[src/rtl/dp_pkg.sv]
// Shared types and constants for the result accumulator slice.
package dp_pkg;

   localparam int unsigned DP_N     = 16;
   localparam int unsigned DP_PIPE  = 1;
   localparam int unsigned DP_ACC_W = 32;
   localparam int unsigned DP_LEN_W = 8;

   typedef enum logic [0:0] {
      IDLE,
      ACCUM
   } dp_state_e;

   // Completed vector result at the default widths.
   typedef struct packed {
      logic signed [DP_ACC_W-1:0] sum;
      logic                       ovf;
      logic [DP_LEN_W-1:0]        count;
      logic [DP_LEN_W-1:0]        carries;
   } dp_entry_t;

   // Largest positive value of a w-bit two's-complement number.
   function automatic logic signed [63:0] sat_max(input int unsigned w);
      sat_max = (64'sd1 <<< (w - 1)) - 64'sd1;
   endfunction

   // Most negative value of a w-bit two's-complement number.
   function automatic logic signed [63:0] sat_min(input int unsigned w);
      sat_min = -(64'sd1 <<< (w - 1));
   endfunction

endpackage

[src/rtl/dp_result_fifo2.sv]
// Two-entry FIFO of completed vector results; the head is always visible.
module dp_result_fifo2
   import dp_pkg::*;
#(
   parameter type entry_t = dp_entry_t
) (
   input  logic       clk,
   input  logic       rst_n,
   input  logic       push,
   input  entry_t     push_data,
   input  logic       pop,
   output entry_t     head,
   output logic [1:0] count,
   output logic       full,
   output logic       empty
);

   entry_t     mem_q [2];
   logic       wr_q;
   logic       rd_q;
   logic [1:0] count_q;
   logic       do_push;
   logic       do_pop;

   assign empty   = (count_q == 2'd0);
   assign full    = (count_q == 2'd2);
   assign count   = count_q;
   assign head    = mem_q[rd_q];
   assign do_pop  = pop & ~empty;
   assign do_push = push & ~full;

   // Storage, pointers and occupancy; push and pop may share an edge.
   always_ff @(posedge clk or negedge rst_n) begin
      if (!rst_n) begin
         for (int unsigned i = 0; i < 2; i++) begin
            mem_q[i] <= '0;
         end
         wr_q    <= 1'b0;
         rd_q    <= 1'b0;
         count_q <= 2'd0;
      end else begin
         if (do_push) begin
            mem_q[wr_q] <= push_data;
            wr_q        <= ~wr_q;
         end
         if (do_pop) begin
            rd_q <= ~rd_q;
         end
         case ({do_push, do_pop})
            2'b10:   count_q <= count_q + 2'd1;
            2'b01:   count_q <= count_q - 2'd1;
            default: count_q <= count_q;
         endcase
      end
   end

endmodule

[src/rtl/dp_result_accumulator.sv]
// Reduces a vector of datapath results into one saturated signed sum, with
// issue-strobe realignment, a 2-entry output buffer and credit back-pressure.
module dp_result_accumulator
   import dp_pkg::*;
#(
   parameter int unsigned N     = DP_N,
   parameter int unsigned PIPE  = DP_PIPE,
   parameter int unsigned ACC_W = DP_ACC_W,
   parameter int unsigned LEN_W = DP_LEN_W
) (
   input  logic                    clk,
   input  logic                    rst_n,
   input  logic                    in_valid,
   input  logic                    in_last,
   output logic                    in_ready,
   input  logic signed [N-1:0]     Y,
   input  logic                    co,
   output logic                    out_valid,
   input  logic                    out_ready,
   output logic signed [ACC_W-1:0] out_sum,
   output logic                    out_ovf,
   output logic [LEN_W-1:0]        out_count,
   output logic [LEN_W-1:0]        out_carries
);

   typedef struct packed {
      logic signed [ACC_W-1:0] sum;
      logic                    ovf;
      logic [LEN_W-1:0]        count;
      logic [LEN_W-1:0]        carries;
   } entry_t;

   localparam logic signed [ACC_W-1:0] AccMax = ACC_W'(sat_max(ACC_W));
   localparam logic signed [ACC_W-1:0] AccMin = ACC_W'(sat_min(ACC_W));

   logic                    accept;
   logic                    d_valid;
   logic                    d_last;
   logic [2:0]              inflight;
   dp_state_e               state_q;
   entry_t                  cur_q;
   entry_t                  nxt;
   entry_t                  head;
   logic signed [ACC_W-1:0] y_ext;
   logic signed [ACC_W:0]   wide_sum;
   logic                    sat;
   logic                    push;
   logic                    pop;
   logic [1:0]              buf_count;
   logic                    buf_full;
   logic                    buf_empty;

   // Strobes issued without credit are dropped here, before the delay line.
   assign accept = in_valid & in_ready;

   if (PIPE == 0) begin : g_nopipe
      assign d_valid  = accept;
      assign d_last   = accept & in_last;
      assign inflight = 3'd0;
   end else begin : g_pipe
      logic [PIPE-1:0] v_q;
      logic [PIPE-1:0] l_q;

      // Delay issue strobes to line up with the datapath result.
      always_ff @(posedge clk or negedge rst_n) begin
         if (!rst_n) begin
            v_q <= '0;
            l_q <= '0;
         end else begin
            v_q[0] <= accept;
            l_q[0] <= accept & in_last;
            for (int unsigned i = 1; i < PIPE; i++) begin
               v_q[i] <= v_q[i-1];
               l_q[i] <= l_q[i-1];
            end
         end
      end

      assign d_valid = v_q[PIPE-1];
      assign d_last  = l_q[PIPE-1];

      // Last markers still travelling each hold a future buffer slot.
      always_comb begin
         inflight = 3'd0;
         for (int unsigned i = 0; i < PIPE; i++) begin
            inflight = inflight + {2'b00, l_q[i]};
         end
      end
   end

   assign in_ready = (({1'b0, buf_count} + inflight) < 3'd2);

   assign y_ext    = {{(ACC_W-N){Y[N-1]}}, Y};
   assign wide_sum = {cur_q.sum[ACC_W-1], cur_q.sum} + {y_ext[ACC_W-1], y_ext};
   assign sat      = (wide_sum[ACC_W] != wide_sum[ACC_W-1]);

   // Post-update accumulator; this is also what gets pushed on a last element.
   always_comb begin
      nxt.sum     = y_ext;
      nxt.ovf     = 1'b0;
      nxt.count   = LEN_W'(1);
      nxt.carries = {{(LEN_W-1){1'b0}}, co};
      if (state_q == ACCUM) begin
         if (sat) begin
            nxt.sum = wide_sum[ACC_W] ? AccMin : AccMax;
         end else begin
            nxt.sum = wide_sum[ACC_W-1:0];
         end
         nxt.ovf     = cur_q.ovf | sat;
         nxt.count   = (&cur_q.count) ? cur_q.count : cur_q.count + 1'b1;
         nxt.carries = (co && !(&cur_q.carries)) ? cur_q.carries + 1'b1 : cur_q.carries;
      end
   end

   // FSM and accumulator registers advance once per aligned element.
   always_ff @(posedge clk or negedge rst_n) begin
      if (!rst_n) begin
         state_q <= IDLE;
         cur_q   <= '0;
      end else if (d_valid) begin
         cur_q   <= nxt;
         state_q <= d_last ? IDLE : ACCUM;
      end
   end

   assign push = d_valid & d_last;
   assign pop  = out_valid & out_ready;

   dp_result_fifo2 #(
      .entry_t (entry_t)
   ) u_fifo (
      .clk       (clk),
      .rst_n     (rst_n),
      .push      (push),
      .push_data (nxt),
      .pop       (pop),
      .head      (head),
      .count     (buf_count),
      .full      (buf_full),
      .empty     (buf_empty)
   );

   assign out_valid   = ~buf_empty;
   assign out_sum     = head.sum;
   assign out_ovf     = head.ovf;
   assign out_count   = head.count;
   assign out_carries = head.carries;

endmodule

[config.mk]
export PLATFORM = sky130hd
export DESIGN_NAME = dp_result_accumulator
export DESIGN_NICKNAME = d
export VERILOG_FILES = /design/src/rtl/dp_pkg.sv /design/src/rtl/dp_result_fifo2.sv /design/src/rtl/dp_result_accumulator.sv
export SDC_FILE = /design/constraint.sdc
export NUM_CORES = 1
export LEC_CHECK = 0
export CAP_MARGIN = 20
export CORE_MARGIN = 4
export CORE_UTILIZATION = 59
export DETAILED_ROUTE_END_ITERATION = 10
export MAX_ROUTING_LAYER = met4
export PLACE_DENSITY = 0.92
export SYNTH_ARGS = -nofsm -noshare
export SYNTH_HDL_FRONTEND = slang
export SYNTH_SLANG_ARGS = --single-unit
[constraint.sdc]
create_clock -name clk -period 3.65 [get_ports clk]
set_input_delay 0.5475 -clock clk [delete_from_list [all_inputs] [get_ports clk]]
set_output_delay 0.5475 -clock clk [all_outputs]
set_load 0.02 [all_outputs]
; ---- Word-level counts from Yosys, hierarchy flattened
; Index checks and enable logic that the tools add are counted.
[totals]
regBits = 154
latch_bits = 0
ramBits = 0
mem_bits_ro = 0
inputBits = 22
out_inout_bits = 51
wordCells = 65
n_memories = 0
[classes]
add_sub_neg = 6
n_mul = 0
div = 0
magnitude_cmp = 4
eq_ne = 4
shift = 0
n_mux = 13
bitwise_logic = 13
reduce_logical = 7
[ops]
columns = operator, count
row1 = $mux 49, 5
row2 = $bwmux 98, 1
row3 = $mux 32, 2
row4 = $demux 49 s1, 1
row5 = $add 32x16->33, 1
row6 = $add 8x1->8 const B, 2
row7 = $mux 8, 2
row8 = $reduce_and 8->1, 2
row9 = $and 1x1->1, 6
row10 = $eq 2x2->1 const B, 2
row11 = $ge 2x2->1 const B, 2
row12 = $not 1->1, 4
row13 = $not 1->2, 2
row14 = $pmux 2 s2, 1
row15 = $add 2x1->3, 1
row16 = $lt 3x2->1 const B, 1
row17 = $add 2x1->2 const B, 1
row18 = $eq 2x1->1 const B, 1
row19 = $logic_and 1x1->1, 2
row20 = $logic_not 2->1, 1
row21 = $lt 2x1->1 const B, 1
row22 = $reduce_bool 2->1, 1
row23 = $sub 2x1->2 const B, 1
row24 = $logic_not 1->1, 1
row25 = 3 further kinds, 3

; ---- Depth between registers and ports, before layout
; Gate-level depths: netlist of the first run.
[logic_depth]
word_depth = 6
depth_mapped = 14
mapped_depth_nobuf = 12

; ---- By module
; From an unflattened synthesis of the first run, not the netlist that was laid out.
[hier_totals]
cells_unflattened = 888
area_unflattened_um2 = 9208.8
[modules_own_cells]
columns = module, instances, cells_per_inst, area_each_um2, seq_area_each_um2
row1 = dp_result_accumulator, 1, 608, 4788.3, 1301.2
row2 = dp_result_fifo2, 1, 280, 4420.5, 2552.4

; ---- Least setup slack after synthesis of the first run
; No wires, ideal clock.
[synth_path]
path_type = input to register
startpoint = input port Y[0]
endpoint = register u_fifo.mem_q[93] (netlist name)
setup_ns = 0.126
arrival_time_ns = 3.074
required_ns = 3.524
slack_ns = 0.450
stages = 13
path_buffers = 1
path_cell_list = ha_1 -> inv_1 -> fa_1 -> nand2b_1 -> a21oi_2 -> o21ai_2 -> a211oi_2 -> o2111a_2 -> nor3_4 -> mux2_4 -> and3_4 -> buf_6 -> a221o_1
[synth_between]
elab_chain_len = 5
elab_cells_between_ends = 6
cone_classes = add/sub: 1 / eq/ne: 1 / mux: 4
[synth_rtl]
columns = item, line_no
row1 = start: declaration, dp_result_accumulator.sv:16  ; input logic signed [N-1:0] Y,
row2 = $add 32x16->33 *, dp_result_accumulator.sv:94  ; assign wide_sum = {cur_q.sum[ACC_W-1], cur_q.sum} + {y_ext[ACC_W-1], y_ext};
row3 = $mux 32 / $ne 1x1->1 (equally long branches), "dp_result_accumulator.sv:105, dp_result_accumulator.sv:95"
row4 = $mux 32 *, dp_result_accumulator.sv:104  ; if (sat) begin
row5 = $mux 49 *, dp_result_accumulator.sv:103  ; if (state_q == ACCUM) begin
row6 = $bwmux 98 *, dp_result_fifo2.sv:43  ; mem_q[wr_q] <= push_data;
row7 = end signal: indexed assignment, dp_result_fifo2.sv:43
row8 = end: declaration, dp_result_fifo2.sv:18  ; entry_t mem_q [2];
; Every way passes the cells marked *; elsewhere a longest branch is shown, timed or not.
; A chain may end at the register's enable or synchronous reset.

; ---- Final worst setup path of the first run
[layout_path]
startpoint = input port Y[0]
endpoint = register u_fifo.mem_q[69] (netlist name)
; The elaborated chain is that of the path after synthesis.

==> flow_summary.ini, run 1 <==
[clock_network]
htree_num_levels = 4
clk_path_buf_depth = 2
worst_skew_pair.late_latency_ps = 440
cts_made_buffers = 17
cts_tree = done
clkTransAtPathRegs_ps = 60
cts_root_buf = clkbuf_16
clock-sinks = 154

[drt]
wl_met2_um = 12600
firstDrtPassIters = 8
top_layer_used = met4
wirelength_um = 25200
initialDrtViolationCount = 900
wl_met1_um = 10300
dr_wl_met3_um = 1620
ant_nets = 0
wl_per_cell_um = 19.4
num_vias = 8340
via_per_inst = 6.40
drc = 0

[grt]
antenna_found_initial = 0
grt_max_degree = 93
overflow = 0
grt_pass1_wl_um = 41000
grt_pass1_vias = 8371
grt_usage_pct = 31.0

[setup_path]
cp-end-kind = flip-flop
cp.required_ps = 3940
slowest_delay_ps = 520
crit_slowest_cell = clkdlybuf4s50_1
path_cells = clkdlybuf4s50_1 -> ha_1 -> inv_1 -> fa_1 -> nand2b_1 -> a21oi_2 -> o21ai_2 -> a211oi_2 -> o2111a_2 -> buf_4 -> nor3_4 -> mux2_4 -> buf_12 -> a21oi_1 -> o31ai_1
worstPathBufferInverterCount = 4
arrival_ps = 3860
cp_top_family = compound AO/OA/AOI/OAI gates
crit_type = primary input to flip-flop
start_kind = primary input
path_max_fanout = 11

[pwr]
fin_total_pwr_w = 0.0118
p_clk_share_pct = 14.9
cellPowerDensity_nw_per_um2 = 1050
pwr-share-comb_pct = 60.3
vdd_ir_drop_max_mv = 0.575
swShare_pct = 44.0
seqPwrFrac_pct = 24.7
internal_power_w = 0.00658
switching_power_w = 0.00517
power_leakage_nw = 5.11

[floorplan]
boundaryPins = 73
fp.coreArea_um2 = 14700
num_rows = 44
die_h_um = 131
die_area_um2 = 17200
die_w_um = 131
initial_core_util_pct = 60.7

[place]
dp_worst_setup_slack_ps = -561
dpl_cell_area_um2 = 10500
gp_congestion = 0.971
hpwlAfterDp_um = 17000
io_buffers = 72

[timing]
relSlewSlack_pct = 44.6
tightest_slew_ps = 827
setup_violations = 0
finalCritPeriodShare_pct = 97.8
report.final.slew_viol_count = 0
min_period_ps = 3570
fin_ws_ps = 80.1
clock_skew_ps = 8.61
hold_viol = 0
fmax_mhz = 280
rsz0062_at_grt = false

[synthesis]
synth_top_family_by_area = compound AO/OA/AOI/OAI gates
synth_xor_area_share_pct = 3.93
avgSynthCellArea_um2 = 9.32
synth_fa_ha_area_share_pct = 5.24
synthArstFlopShare_pct = 100
syn_nets = 1015
synth-edff-count = 0
yosysSeqAreaShare_pct = 43.2
synth.largest_area_cell = dfrtp_1
synth_top_area_share_pct = 43.2
synthCells = 957
yosysWarnings = 0
synth-seq-cells = 154
synth.distinct_cells = 64
netlist_area_um2 = 8920
synth_compound_area_share_pct = 20.0
synthMuxAreaShare_pct = 7.74
synthSimpleGateAreaFrac_pct = 16.2
yosys-top-cells-area = dfrtp_1 43%, mux2_2 7.6%, nand2_1 7.2%
synth_flop_cell = dfrtp_1

[layout]
multi_input_area_um2 = 4770
drive_gt1_share_pct = 21.8
antenna_cells = 0
syn_to_final_growth_pct = 25.2
num-fill-cells = 959
design_area_um2 = 11200
nNetsFinal = 1164
seq_area_um2 = 3850

[outcome]
status = finished clean

[min_path]
min_path_type = flip-flop to flip-flop

[flow_run]
cap_violations = 0
cell families after synthesis:
family | count (synthesis)
AOI/OAI and AO/OA | 268
xor gates and xnor gates | 40
adders and majority gates | 37
buffers and inverters | 80
DFF | 154
muxes | 61
and+or+nand+nor | 317
tightest hold or removal path: cells and delay by family, from the launching register on:
family / cells / cell delay (ps)
DFF: 1 / 340
AOI/OAI and AO/OA: 1 / 50
and+or+nand+nor: 1 / 50
sequential cells by signal (all words and copies together), names as in the netlist:
signal,flops
u_fifo.rd_q,1
cur_q,49
d_valid,1
u_fifo.mem_q,98
state_q,1
d_last,1
u_fifo.count,2
u_fifo.wr_q,1
what timing repair did:
item | CTS | global route
hold endpoints to repair | 22 | 0
pin swaps | 0 | 1
buffers inserted | 0 | 1
setup endpoints to repair | 11 | 19
gates resized for setup | 1 | 5
hold buffers | 1 | 0
power by group through the flow:
| stage | Sequential [W] | Combinational, W | Clock, W |
|---|---|---|---|
| after floorplan | 0.00273 | 0.00421 | 0 |
| after global placement | 0.00284 | 0.00657 | 0 |
| after detailed placement | 0.00289 | 0.00679 | 0 |
| after CTS | 0.00288 | 0.00693 | 0.00176 |
| after global routing | 0.00297 | 0.00762 | 0.00184 |
| final | 0.00291 | 0.00709 | 0.00175 |
metal layers:
metal,up-vias,track usage [%]
met5,-,-
met4,0,12.0
met3,91,5.53
met2,432,50.9
met1,4056,38.4
li1,3761,-
through the flow:
step           setup TNS (ps)  utilization (%)  hold WS [ps]  cells
2_1_floorplan               0                -           252    957
3_5_place_dp           -22290             71.7           417   1269
4_1_cts                     0             75.7           474   1302
5_1_grt                     0             76.0           497   1303
3_3_place_gp           -15650             71.7           415   1269
6_report                    0             76.0           473   1303
path summary, 6_finish.rpt:
path                       cells after the start                         start  slack (ps)                      endpoint
max                                           15                          Y[0]          80  u_fifo.mem_q[69]$_DFFE_PN0P_
min                                            2  u_fifo.mem_q[28]$_DFFE_PN0P_         470  u_fifo.mem_q[28]$_DFFE_PN0P_
max reg2reg                                   14         cur_q[17]$_DFFE_PN0P_         380  u_fifo.mem_q[69]$_DFFE_PN0P_
min reg2reg                                    2  u_fifo.mem_q[28]$_DFFE_PN0P_         470  u_fifo.mem_q[28]$_DFFE_PN0P_
min in group asynchronous                      2                         rst_n         520  u_fifo.mem_q[57]$_DFFE_PN0P_
max in group asynchronous                      3                         rst_n        2350         cur_q[30]$_DFFE_PN0P_
cell type report:
cell class / instances / share of cell area (%)
sequential: 154 / 34.5
clock buffer: 19 / 3.97
inverter: 24 / 0.807
tap: 184 / 2.06
multi-input combinational: 723 / 42.7
timing repair buffer: 186 / 14.7
clock inverter: 13 / 1.22
Yosys cell counts (7+ instances only):
master	number
inv_1	24
nand3_1	27
a21o_1	8
nor3_1	12
o2bb2ai_1	13
clkbuf_1	43
o31ai_1	30
nand2b_1	7
a21oi_1	69
nor2_1	50
a31oi_1	13
xor2_1	15
nand2_1	172
o21ai_0	60
ha_1	35
dfrtp_1	154
o221ai_1	8
xnor2_1	25
a221o_1	11
a32oi_1	11
buf_2	7
nand3_2	10
mux2_2	60
o211ai_1	13
placed cells by master (no fill, tap or decap), drive strengths merged, types with 5 or more instances in the layout:
cell type / synthesis / final
nand2: 177 / 177
dfrtp: 154 / 154
buf: 13 / 114
clkdlybuf4s50: 0 / 71
a21oi: 71 / 71
o21ai: 64 / 64
mux2: 61 / 61
nor2: 50 / 50
nand3: 37 / 37
ha: 35 / 35
o31ai: 30 / 30
inv: 24 / 29
xnor2: 25 / 25
clkbuf: 43 / 19
xor2: 15 / 15
o211ai: 13 / 13
o2bb2ai: 13 / 13
a31oi: 13 / 13
nor3: 13 / 13
a221o: 11 / 11
a32oi: 11 / 11
o221ai: 8 / 8
a21o: 8 / 8
nand2b: 7 / 7
and3: 7 / 7
nand4: 6 / 6
o21a: 5 / 5
clkinvlp: 0 / 5
a211oi: 5 / 5
Note: power is estimated with default switching activity, not from simulation.
==> inputs of run 2 (changes only) <==
--- a/config.mk
+++ b/config.mk
@@ -9,8 +9,10 @@
 export CORE_MARGIN = 4
 export CORE_UTILIZATION = 59
 export DETAILED_ROUTE_END_ITERATION = 10
+export HOLD_SLACK_MARGIN = 0.15
 export MAX_ROUTING_LAYER = met4
 export PLACE_DENSITY = 0.92
+export SLEW_MARGIN = 5
 export SYNTH_ARGS = -nofsm -noshare
 export SYNTH_HDL_FRONTEND = slang
 export SYNTH_SLANG_ARGS = --single-unit
==> results of run 2 <==
Same layout as run 1: the final DEF is identical, and so are final timing and power.
